[config.mk]
export PLATFORM = sky130hd
export DESIGN_NAME = mem_arbiter
export DESIGN_NICKNAME = d
export VERILOG_FILES = /design/src/rtl/mem_arb_pkg.sv /design/src/rtl/mem_arbiter.sv
export SDC_FILE = /design/constraint.sdc
export NUM_CORES = 1
export LEC_CHECK = 0
export BUFFER_PORTS_ARGS = -buffer_cell sky130_fd_sc_hd__buf_4
export CAP_MARGIN = 20
export CORE_AREA = 2 2 159 161
export DETAILED_ROUTE_END_ITERATION = 10
export DIE_AREA = 0 0 161 163
export REMOVE_ABC_BUFFERS = 1
export SYNTH_ARGS = -nofsm -noshare
export SYNTH_HDL_FRONTEND = slang
export SYNTH_SLANG_ARGS = --single-unit
[constraint.sdc]
create_clock -name clk -period 8.84 [get_ports clk]
set_input_delay 0.442 -clock clk [delete_from_list [all_inputs] [get_ports clk]]
set_output_delay 0.442 -clock clk [all_outputs]
set_load 0.02 [all_outputs]
[src/rtl/mem_arb_pkg.sv]
// rtl/mem_arb_pkg.sv - shared encodings and constants for the unified memory arbiter
package mem_arb_pkg;

    typedef enum logic [1:0] {
        RESP_NONE = 2'd0,
        RESP_IF   = 2'd1,
        RESP_DATA = 2'd2
    } resp_sel_t;

    localparam int MASK_W   = 8;
    localparam int DW_SHIFT = 3;

endpackage

[src/rtl/mem_arbiter.sv]
// rtl/mem_arbiter.sv - shares one doubleword memory port between instruction fetch and load/store
module mem_arbiter
    import mem_arb_pkg::*;
#(
    parameter int ADDR_W     = 29,
    parameter int DATA_W     = 64,
    parameter int STARVE_MAX = 4
) (
    input  logic              clk,
    input  logic              rst,
    input  logic              if_req,
    input  logic [31:0]       if_addr,
    output logic              if_gnt,
    output logic              if_rvalid,
    output logic [31:0]       if_rdata,
    input  logic              d_req,
    input  logic              d_we,
    input  logic [31:0]       d_addr,
    input  logic [DATA_W-1:0] d_wdata,
    input  logic [MASK_W-1:0] d_wmask,
    output logic              d_gnt,
    output logic              d_rvalid,
    output logic [DATA_W-1:0] d_rdata,
    output logic [ADDR_W-1:0] mem_addr,
    output logic              mem_wr_en,
    output logic [DATA_W-1:0] mem_wdata,
    output logic [MASK_W-1:0] mem_wmask,
    input  logic [DATA_W-1:0] mem_rdata
);

    localparam int CNT_W = $clog2(STARVE_MAX + 1);

    logic [CNT_W-1:0]  r_starve_cnt;
    resp_sel_t         r_resp_sel;
    resp_sel_t         w_resp_next;
    logic [31:0]       r_if_rdata;
    logic [DATA_W-1:0] r_d_rdata;
    logic              w_force_if;
    logic              w_if_gnt;
    logic              w_d_gnt;
    logic              w_load_gnt;
    logic              w_unused;

    // Data port has priority; a fetch that has waited STARVE_MAX cycles takes one slot.
    assign w_force_if = if_req && (r_starve_cnt == CNT_W'(STARVE_MAX));
    assign w_if_gnt   = !rst && if_req && (!d_req || w_force_if);
    assign w_d_gnt    = !rst && d_req && !w_force_if;
    assign w_load_gnt = w_d_gnt && !d_we;
    assign if_gnt     = w_if_gnt;
    assign d_gnt      = w_d_gnt;
    assign w_unused   = ^{if_addr[1:0], d_addr[2:0]};

    always_comb begin
        mem_addr  = '0;
        mem_wr_en = 1'b0;
        mem_wdata = '0;
        mem_wmask = '0;
        if (w_if_gnt) begin
            mem_addr = ADDR_W'(if_addr >> DW_SHIFT);
        end else if (w_d_gnt) begin
            mem_addr  = ADDR_W'(d_addr >> DW_SHIFT);
            mem_wr_en = d_we;
            if (d_we) begin
                mem_wdata = d_wdata;
                mem_wmask = d_wmask;
            end
        end
    end

    always_ff @(posedge clk or posedge rst) begin
        if (rst) begin
            r_starve_cnt <= '0;
        end else if (!if_req || w_if_gnt) begin
            r_starve_cnt <= '0;
        end else if (r_starve_cnt != CNT_W'(STARVE_MAX)) begin
            r_starve_cnt <= r_starve_cnt + 1'b1;
        end
    end

    always_ff @(posedge clk or posedge rst) begin
        if (rst) begin
            r_resp_sel <= RESP_NONE;
        end else begin
            r_resp_sel <= w_resp_next;
        end
    end

    always_comb begin
        w_resp_next = RESP_NONE;
        if (w_if_gnt) begin
            w_resp_next = RESP_IF;
        end else if (w_load_gnt) begin
            w_resp_next = RESP_DATA;
        end
    end

    always_comb begin
        if_rvalid = (r_resp_sel == RESP_IF);
        d_rvalid  = (r_resp_sel == RESP_DATA);
    end

    // Read data is captured at the grant edge; the lane select for fetch is taken then too.
    always_ff @(posedge clk or posedge rst) begin
        if (rst) begin
            r_if_rdata <= '0;
            r_d_rdata  <= '0;
        end else begin
            if (w_if_gnt) begin
                r_if_rdata <= if_addr[2] ? mem_rdata[63:32] : mem_rdata[31:0];
            end
            if (w_load_gnt) begin
                r_d_rdata <= mem_rdata;
            end
        end
    end

    assign if_rdata = r_if_rdata;
    assign d_rdata  = r_d_rdata;

endmodule
Word-level counts from Yosys, hierarchy flattened

Index checks and enable logic that the tools add are counted.

Flip-flop bits (word level): 101
Bits of input ports: 205
Output and inout port bits: 202
Logic and storage cells: 38

Add/subtract/negate cells: 1
Eq/ne operators: 4
Muxes and demuxes: 15
Reduce and logical (&&, ||, !) cells: 14

Operator list:

| cell                | count |
|---|---|
| $mux 64             | 3 |
| $mux 29             | 2 |
| $mux 32             | 1 |
| $mux 8              | 3 |
| $logic_and 1x1->1   | 6 |
| $mux 3              | 2 |
| $logic_not 1->1     | 5 |
| $mux 2              | 2 |
| $add 3x1->3 const B | 1 |
| $eq 3x3->1 const B  | 1 |
| $ne 3x3->1 const B  | 1 |
| $eq 2x1->1 const B  | 1 |
| $eq 2x2->1 const B  | 1 |
| $logic_or 1x1->1    | 2 |
| $mux 1              | 2 |
| $reduce_bool 2->1   | 1 |

Depth between registers and ports, before layout

Gate-level depths: netlist (run 1).

Word-level depth: 7
Gate-level depth with buffers: 7

Least setup slack after synthesis (run 1)

No wires, ideal clock.

Kind: input to output
Start: input port rst
End: output port mem_wdata[54]
Arrival: 3.650 ns
Data required time: 8.398 ns
Slack: 4.748 ns
Cell stages on the path: 5
Path buffers: 2
Path through: inv_1 > and4_1 > buf_2 > buf_2 > and2_1

Longest elaborated chain between the ends: 5

Ends and longest elaborated chain:

| element                              | RTL line          | RTL |
|---|---|---|
| start: declaration                   | mem_arbiter.sv:10 | `input logic rst,` |
| $logic_not 1->1 (no source line) (*) | -                 |  |
| $logic_and 1x1->1 (2 in series)      | mem_arbiter.sv:47 | `assign w_d_gnt = !rst && d_req && !w_force_if;` |
| $mux 64                              | mem_arbiter.sv:60 | `end else if (w_d_gnt) begin` |
| $mux 64 (*)                          | mem_arbiter.sv:58 | `if (w_if_gnt) begin` |
| end: declaration                     | mem_arbiter.sv:26 | `output logic [DATA_W-1:0] mem_wdata,` |

Mark *: on every way between the ends. The rest lies on a longest branch, timed or not.

Worst setup path in the final report (run 1)

Start: register r_starve_cnt[0]
End: output port mem_addr[7]

Longest elaborated chain between the ends: 6

Ends and longest elaborated chain:

| element                  | RTL line          | RTL |
|---|---|---|
| start: declaration       | mem_arbiter.sv:33 | `logic [CNT_W-1:0] r_starve_cnt;` |
| start signal: assignment | mem_arbiter.sv:76 | `r_starve_cnt <= r_starve_cnt + 1'b1;` |
| $eq 3x3->1 (*)           | mem_arbiter.sv:45 | `assign w_force_if = if_req && (r_starve_cnt == CNT_W'(STARVE_MAX));` |
| $logic_and 1x1->1 (*)    | mem_arbiter.sv:45 |  |
| $logic_not 1->1          | mem_arbiter.sv:47 |  |
| $logic_and 1x1->1        | mem_arbiter.sv:47 |  |
| $mux 29                  | mem_arbiter.sv:60 |  |
| $mux 29 (*)              | mem_arbiter.sv:58 |  |
| end: declaration         | mem_arbiter.sv:24 | `output logic [ADDR_W-1:0] mem_addr,` |

Marks and branches as above.

==> results.yml, run 1 <==
power:
  sequentialPowerShare_pct: 38.0
  vdd_drop_max_mv: 0.0886
  p_sw_uw: 529
  switching_share_pct: 32.9
  p_leak_nw: 4.39
  p_total_mw: 1.61
  clkPwrFrac_pct: 24.6
  power.internal_mw: 1.08
  p_comb_share_pct: 37.4
  power.density_cell_area_nw_per_um2: 183
placement:
  hpwl_um: 15100
  port_buffers: 401
  placedInstanceArea_um2: 8480
  routabilityCongestion: 0.764
  place_inst: 1088
  dpl_worst_slack_ns: 5.83
clock_tree:
  numCtsBuffers: 9
  cts_buffer_depth: 2
  postCtsResizedCells: 0
  cts.sinks: 101
  clk_pin_slew_ns: 0.07
  hold_buffers: 0
  clk_latency_ns: 0.35
  postCtsSetupBuffers: 0
  h-tree-depth: 3
  cts_root_buf: "clkbuf_16"
  cts_tree: "built"
sta:
  worst_slack_ns: 5.82
  min_period_ns: 3.02
  slew_violations: 0
  skew_ns: 0.0109
  hold_ws_ns: 0.167
  rsz0062_at_grt: "no"
  slew_headroom_pct: 25.9
  finalSetupViolCount: 0
  worstMarginPinSlew_ns: 1.11
  tns_ns: 0
  hold_viol: 0
  fmax_ghz: 0.331
  period_share_pct: 34.1
routing:
  via_per_inst: 4.05
  drc: 0
  ant_nets: 0
  wl_per_cell_um: 17.7
  first_pass_iters: 4
  drtIter0Drc: 192
  finalWirelength_um: 19600
  vias: 4471
hold_path:
  worst_hold_path_type: "input pin to async pin"
worst_setup_path:
  crit_required_ns: 8.40
  cp_data_arrival_time_ns: 2.57
  crit_family: "simple AND/OR/NAND/NOR gates"
  crit_path_end: "mem_addr[7]"
  path_max_fanout: 30
  reg2regPathDepth: 6
  cp-startpoint: "r_starve_cnt[0]"
  reg2reg_slack_ns: 6.24
  slowest_stage: "and3_1"
  cp.depth: 6
  critPathKind: "flip-flop to output port"
  max_stage_delay_ns: 0.92
  timing.rr.start: "r_starve_cnt[0]"
  worstSetupStartpointType: "flip-flop"
  path_cells: "inv_1, ha_1, nand3_1, and3_1, a22o_1, buf_4"
  timing.rr.end: "d_rdata[58]"
  cp.buffers_inverters: 2
  crit_path_end_kind: "output port"
final_layout:
  layout_commonest_cell: "buf_4"
  fillerInstances: 2522
  fin_cells: 1105
  fin_util_pct: 35.5
  most-common-layout-cells: "404 x buf_4, 101 x dfrtp_1, 74 x mux2_2"
  nNetsFinal: 976
  syn2layout_area_growth_pct: 67.5
  stdcell_area_um2: 8770
  drive_above_1_share_pct: 70.9
global_route:
  overflow: 0
  antenna_found_initial: 1
  grt_first_pass_wirelength_um: 27800
  track_usage_pct: 14.0
  grt_pass1_vias: 4440
  grt_max_degree: 74
yosys:
  synth_seq_area_share_pct: 48.3
  syn_avg_cell_area_um2: 13.7
  synthCells: 382
  ys_types: 29
  synthesis.area_um2: 5240
  ys_warn_count: 0
  synth-seq-cells: 101
die:
  die_h_um: 163
  core_um2: 24700
  fp.dieW_um: 161
  fp.dieArea_um2: 26200
  initial_core_util_pct: 21.2
  num_rows: 58
  ios: 407
run:
  cap_violations: 0
run_status:
  status: "finished clean"
[Yosys cell counts (all sizes together)]
library cell    n  area share, %
nor3b           3           0.53
a21oi           1           0.17
and2           72            8.6
nand2b          1           0.12
nor4b           1           0.17
a22o           29            4.9
mux2i           1           0.19
xnor2           1           0.17
nand3           1          0.095
nand2           3           0.31
dfrtp         101             48
inv             4           0.33
ha              2           0.48
and4            1           0.17
and3            1           0.12
nor2            2           0.14
clkbuf          7           0.65
buf            21            3.4
mux2          128             31
nor2b           2           0.24
[area by class of cell]
type,instances,area (um^2),area share [%]
clock buffer,11,243,2.77
multi-input combinational,249,2490,28.4
antenna,1,2.50,0.0285
clock inverter,5,41.3,0.471
inverter,4,20.0,0.228
timing repair buffer,404,3030,34.6
sequential,101,2530,28.8
tap,330,413,4.71
[power by group through the flow]
stage	clock network [mW]	registers, mW	logic (mW)
finish	0.397	0.611	0.602
global route	0.434	0.624	0.636
CTS	0.416	0.612	0.611
detailed placement	0	0.618	0.611
global placement	0	0.617	0.606
floorplan	0	0.734	0.189
[per-layer routing]
metal  wire (um)  GRT usage [%]  share of wire, %  vias up
met3        1340           3.82               6.9       10
met1        7760           17.4                40     2164
met4         146           3.08              0.75        0
met2       10300           24.4                53      180
li1            -              -                 -     2117
met5           0              0                 0        -
[worst min-delay path by stage]
stage / start / endpoint / slack [ns] / cells after the start
after floorplan: r_starve_cnt[0] / r_starve_cnt[0] / 0.56 / 2
after global placement: d_rdata[63] / d_rdata[63] / 0.49 / 1
after detailed placement: d_rdata[29] / d_rdata[29] / 0.49 / 1
after CTS: rst / d_rdata[5] / 0.18 / 2
after global routing: rst / d_rdata[27] / 0.20 / 2
final: rst / r_starve_cnt[1] / 0.17 / 2
[cells by family after synthesis]
| kind of cell | count (synthesis) | synth area share [%] |
|---|---|---|
| muxes | 129 | 31.2 |
| xor gates and xnor gates | 1 | 0.167 |
| DFF | 101 | 48.3 |
| adders and majority gates | 2 | 0.478 |
| buffers and inverters | 32 | 4.35 |
| AOI/OAI and AO/OA | 30 | 5.02 |
| and+or+nand+nor | 87 | 10.5 |
[state kept, by name, indices dropped and copies added, names as in the netlist]
register      flops
d_rdata          64
if_rdata         32
r_resp_sel        2
r_starve_cnt      3
[worst reg2reg max path, cell delays in order (launching register included)]
cell and delay, ns:
dfrtp_1 0.39, inv_1 0.06, ha_1 0.23, nand3_1 0.14, nand2_2 0.33, inv_4 0.85
mux2_2 0.49
No activity file was read; power rests on OpenSTA's default activity.
==> inputs of run 2 (changes only) <==
==> constraint.sdc (replaced) <==
create_clock -name clk -period 3.1 [get_ports clk]
set_input_delay 0.155 -clock clk [delete_from_list [all_inputs] [get_ports clk]]
set_output_delay 0.155 -clock clk [all_outputs]
set_load 0.02 [all_outputs]
==> results.yml, run 2 (same netlist as run 1, synthesis figures left out) <==
run_status:
  status: "finished clean"
final_layout:
  diodes: 0
  most-common-layout-cells: "409 x buf_4, 101 x dfrtp_1, 74 x mux2_2"
  drive_above_1_share_pct: 70.9
  stdcell_area_um2: 8840
  layout_commonest_cell: "buf_4"
  nNetsFinal: 983
  fin_cells: 1111
  syn2layout_area_growth_pct: 68.9
  largest_register_ffs: 64
clock_tree:
  h-tree-depth: 3
  postCtsSetupBuffers: 0
  clk_pin_slew_ns: 0.08
  cts_root_buf: "clkbuf_16"
  cts_buffer_depth: 2
  numCtsBuffers: 9
  clk_latency_ns: 0.35
  cts_tree: "built"
  cts.sinks: 101
sta:
  hold_viol: 0
  rsz0062_at_grt: "no"
  min_period_ns: 2.58
  slew_headroom_pct: 42.2
  worstMarginPinSlew_ns: 0.867
  slew_violations: 0
  skew_ns: 0.0127
  fmax_ghz: 0.388
  worst_slack_ns: 0.525
  tns_ns: 0
  finalSetupViolCount: 0
  period_share_pct: 83.1
worst_setup_path:
  cp_data_arrival_time_ns: 2.42
  worstSetupStartpointType: "flip-flop"
  crit_path_end_kind: "output port"
  reg2regPathDepth: 7
  path_max_fanout: 38
  timing.rr.start: "r_starve_cnt[0]"
  timing.rr.end: "d_rdata[45]"
  crit_required_ns: 2.94
  reg2reg_slack_ns: 1.08
  cp-startpoint: "r_starve_cnt[0]"
  critPathKind: "flip-flop to output port"
  crit_path_end: "mem_wdata[57]"
die:
  num_rows: 58
  fp.dieArea_um2: 26200
  initial_core_util_pct: 21.2
  fp.dieW_um: 161
  ios: 407
  core_um2: 24700
  die_h_um: 163
global_route:
  overflow: 0
  track_usage_pct: 13.7
  antenna_found_initial: 0
  grt_max_degree: 65
  grt_pass1_vias: 4453
  grt_first_pass_wirelength_um: 27100
placement:
  place_inst: 1094
  placedInstanceArea_um2: 8540
  dpl_worst_slack_ns: 0.884
  port_buffers: 401
  routabilityCongestion: 0.768
  hpwl_um: 15200
power:
  power.density_cell_area_nw_per_um2: 521
  p_leak_nw: 4.42
  vdd_drop_max_mv: 0.271
routing:
  first_pass_iters: 4
  drtIter0Drc: 138
  via_per_inst: 4.01
  vias: 4459
  finalWirelength_um: 19100
  wl_per_cell_um: 17.2
  drc: 0
  ant_nets: 0
run:
  cap_violations: 0
hold_path:
  worst_hold_path_type: "input pin to flip-flop"
[run 2: worst min path at each step]
stage	startpoint	end	slack, ns	depth (start not counted)
CTS	mem_rdata[40]	d_rdata[40]	0.02	2
global placement	rst	d_rdata[27]	0.34	3
detailed placement	rst	d_rdata[27]	0.34	3
global route	mem_rdata[40]	d_rdata[40]	0.02	2
finish	mem_rdata[30]	d_rdata[30]	0.04	2
floorplan	mem_rdata[10]	d_rdata[10]	0.30	1
[run 2: cell type report]
class                   instances  area [um^2]
repair buffers                411         3100
clock inverters                 5         58.8
well taps                     330          413
fillers                      2512        15800
clock buffers                  11          233
inverters                       4         20.0
flip-flops and latches        101         2530
multi-input cells             249         2490
[run 2: timing repair]
item	CTS	global route
hold buffers	1	0
resized for setup	0	0
hold endpoints to repair	37	0
[run 2: where the power goes]
| part | leakage [nW] | switching, mW | internal (mW) |
|---|---|---|---|
| combinational | 3.09 | 0.804 | 0.914 |
| clock | 0.136 | 0.517 | 0.629 |
| sequential | 1.20 | 0.151 | 1.59 |
[run 2: stage by stage]
step                      hold WS [ns]  power [mW]  utilization, %
after detailed placement         0.341        3.50            34.6
after global routing            0.0157        4.85            35.8
after CTS                       0.0169        4.69            35.8
after floorplan                  0.303        2.63               -
final                           0.0388        4.61            35.8
after global placement           0.343        3.49            34.6
[run 2: worst max-delay path, cell delays in order (launching register included)]
cell and delay (ns):
dfrtp_1 0.40, inv_1 0.06, ha_1 0.23, nand3_1 0.14, and4_2 0.62, buf_4 0.31, and2_1 0.17, buf_4 0.15
[run 2: metal layers]
| metal | GRT usage [%] | vias to the layer above | share of wire, % |
|---|---|---|---|
| met5 | 0 | - | 0 |
| met4 | 2.44 | 0 | 0.84 |
| met3 | 3.82 | 19 | 6.8 |
| met2 | 24.2 | 185 | 52 |
| met1 | 16.9 | 2134 | 40 |
| li1 | - | 2121 | - |
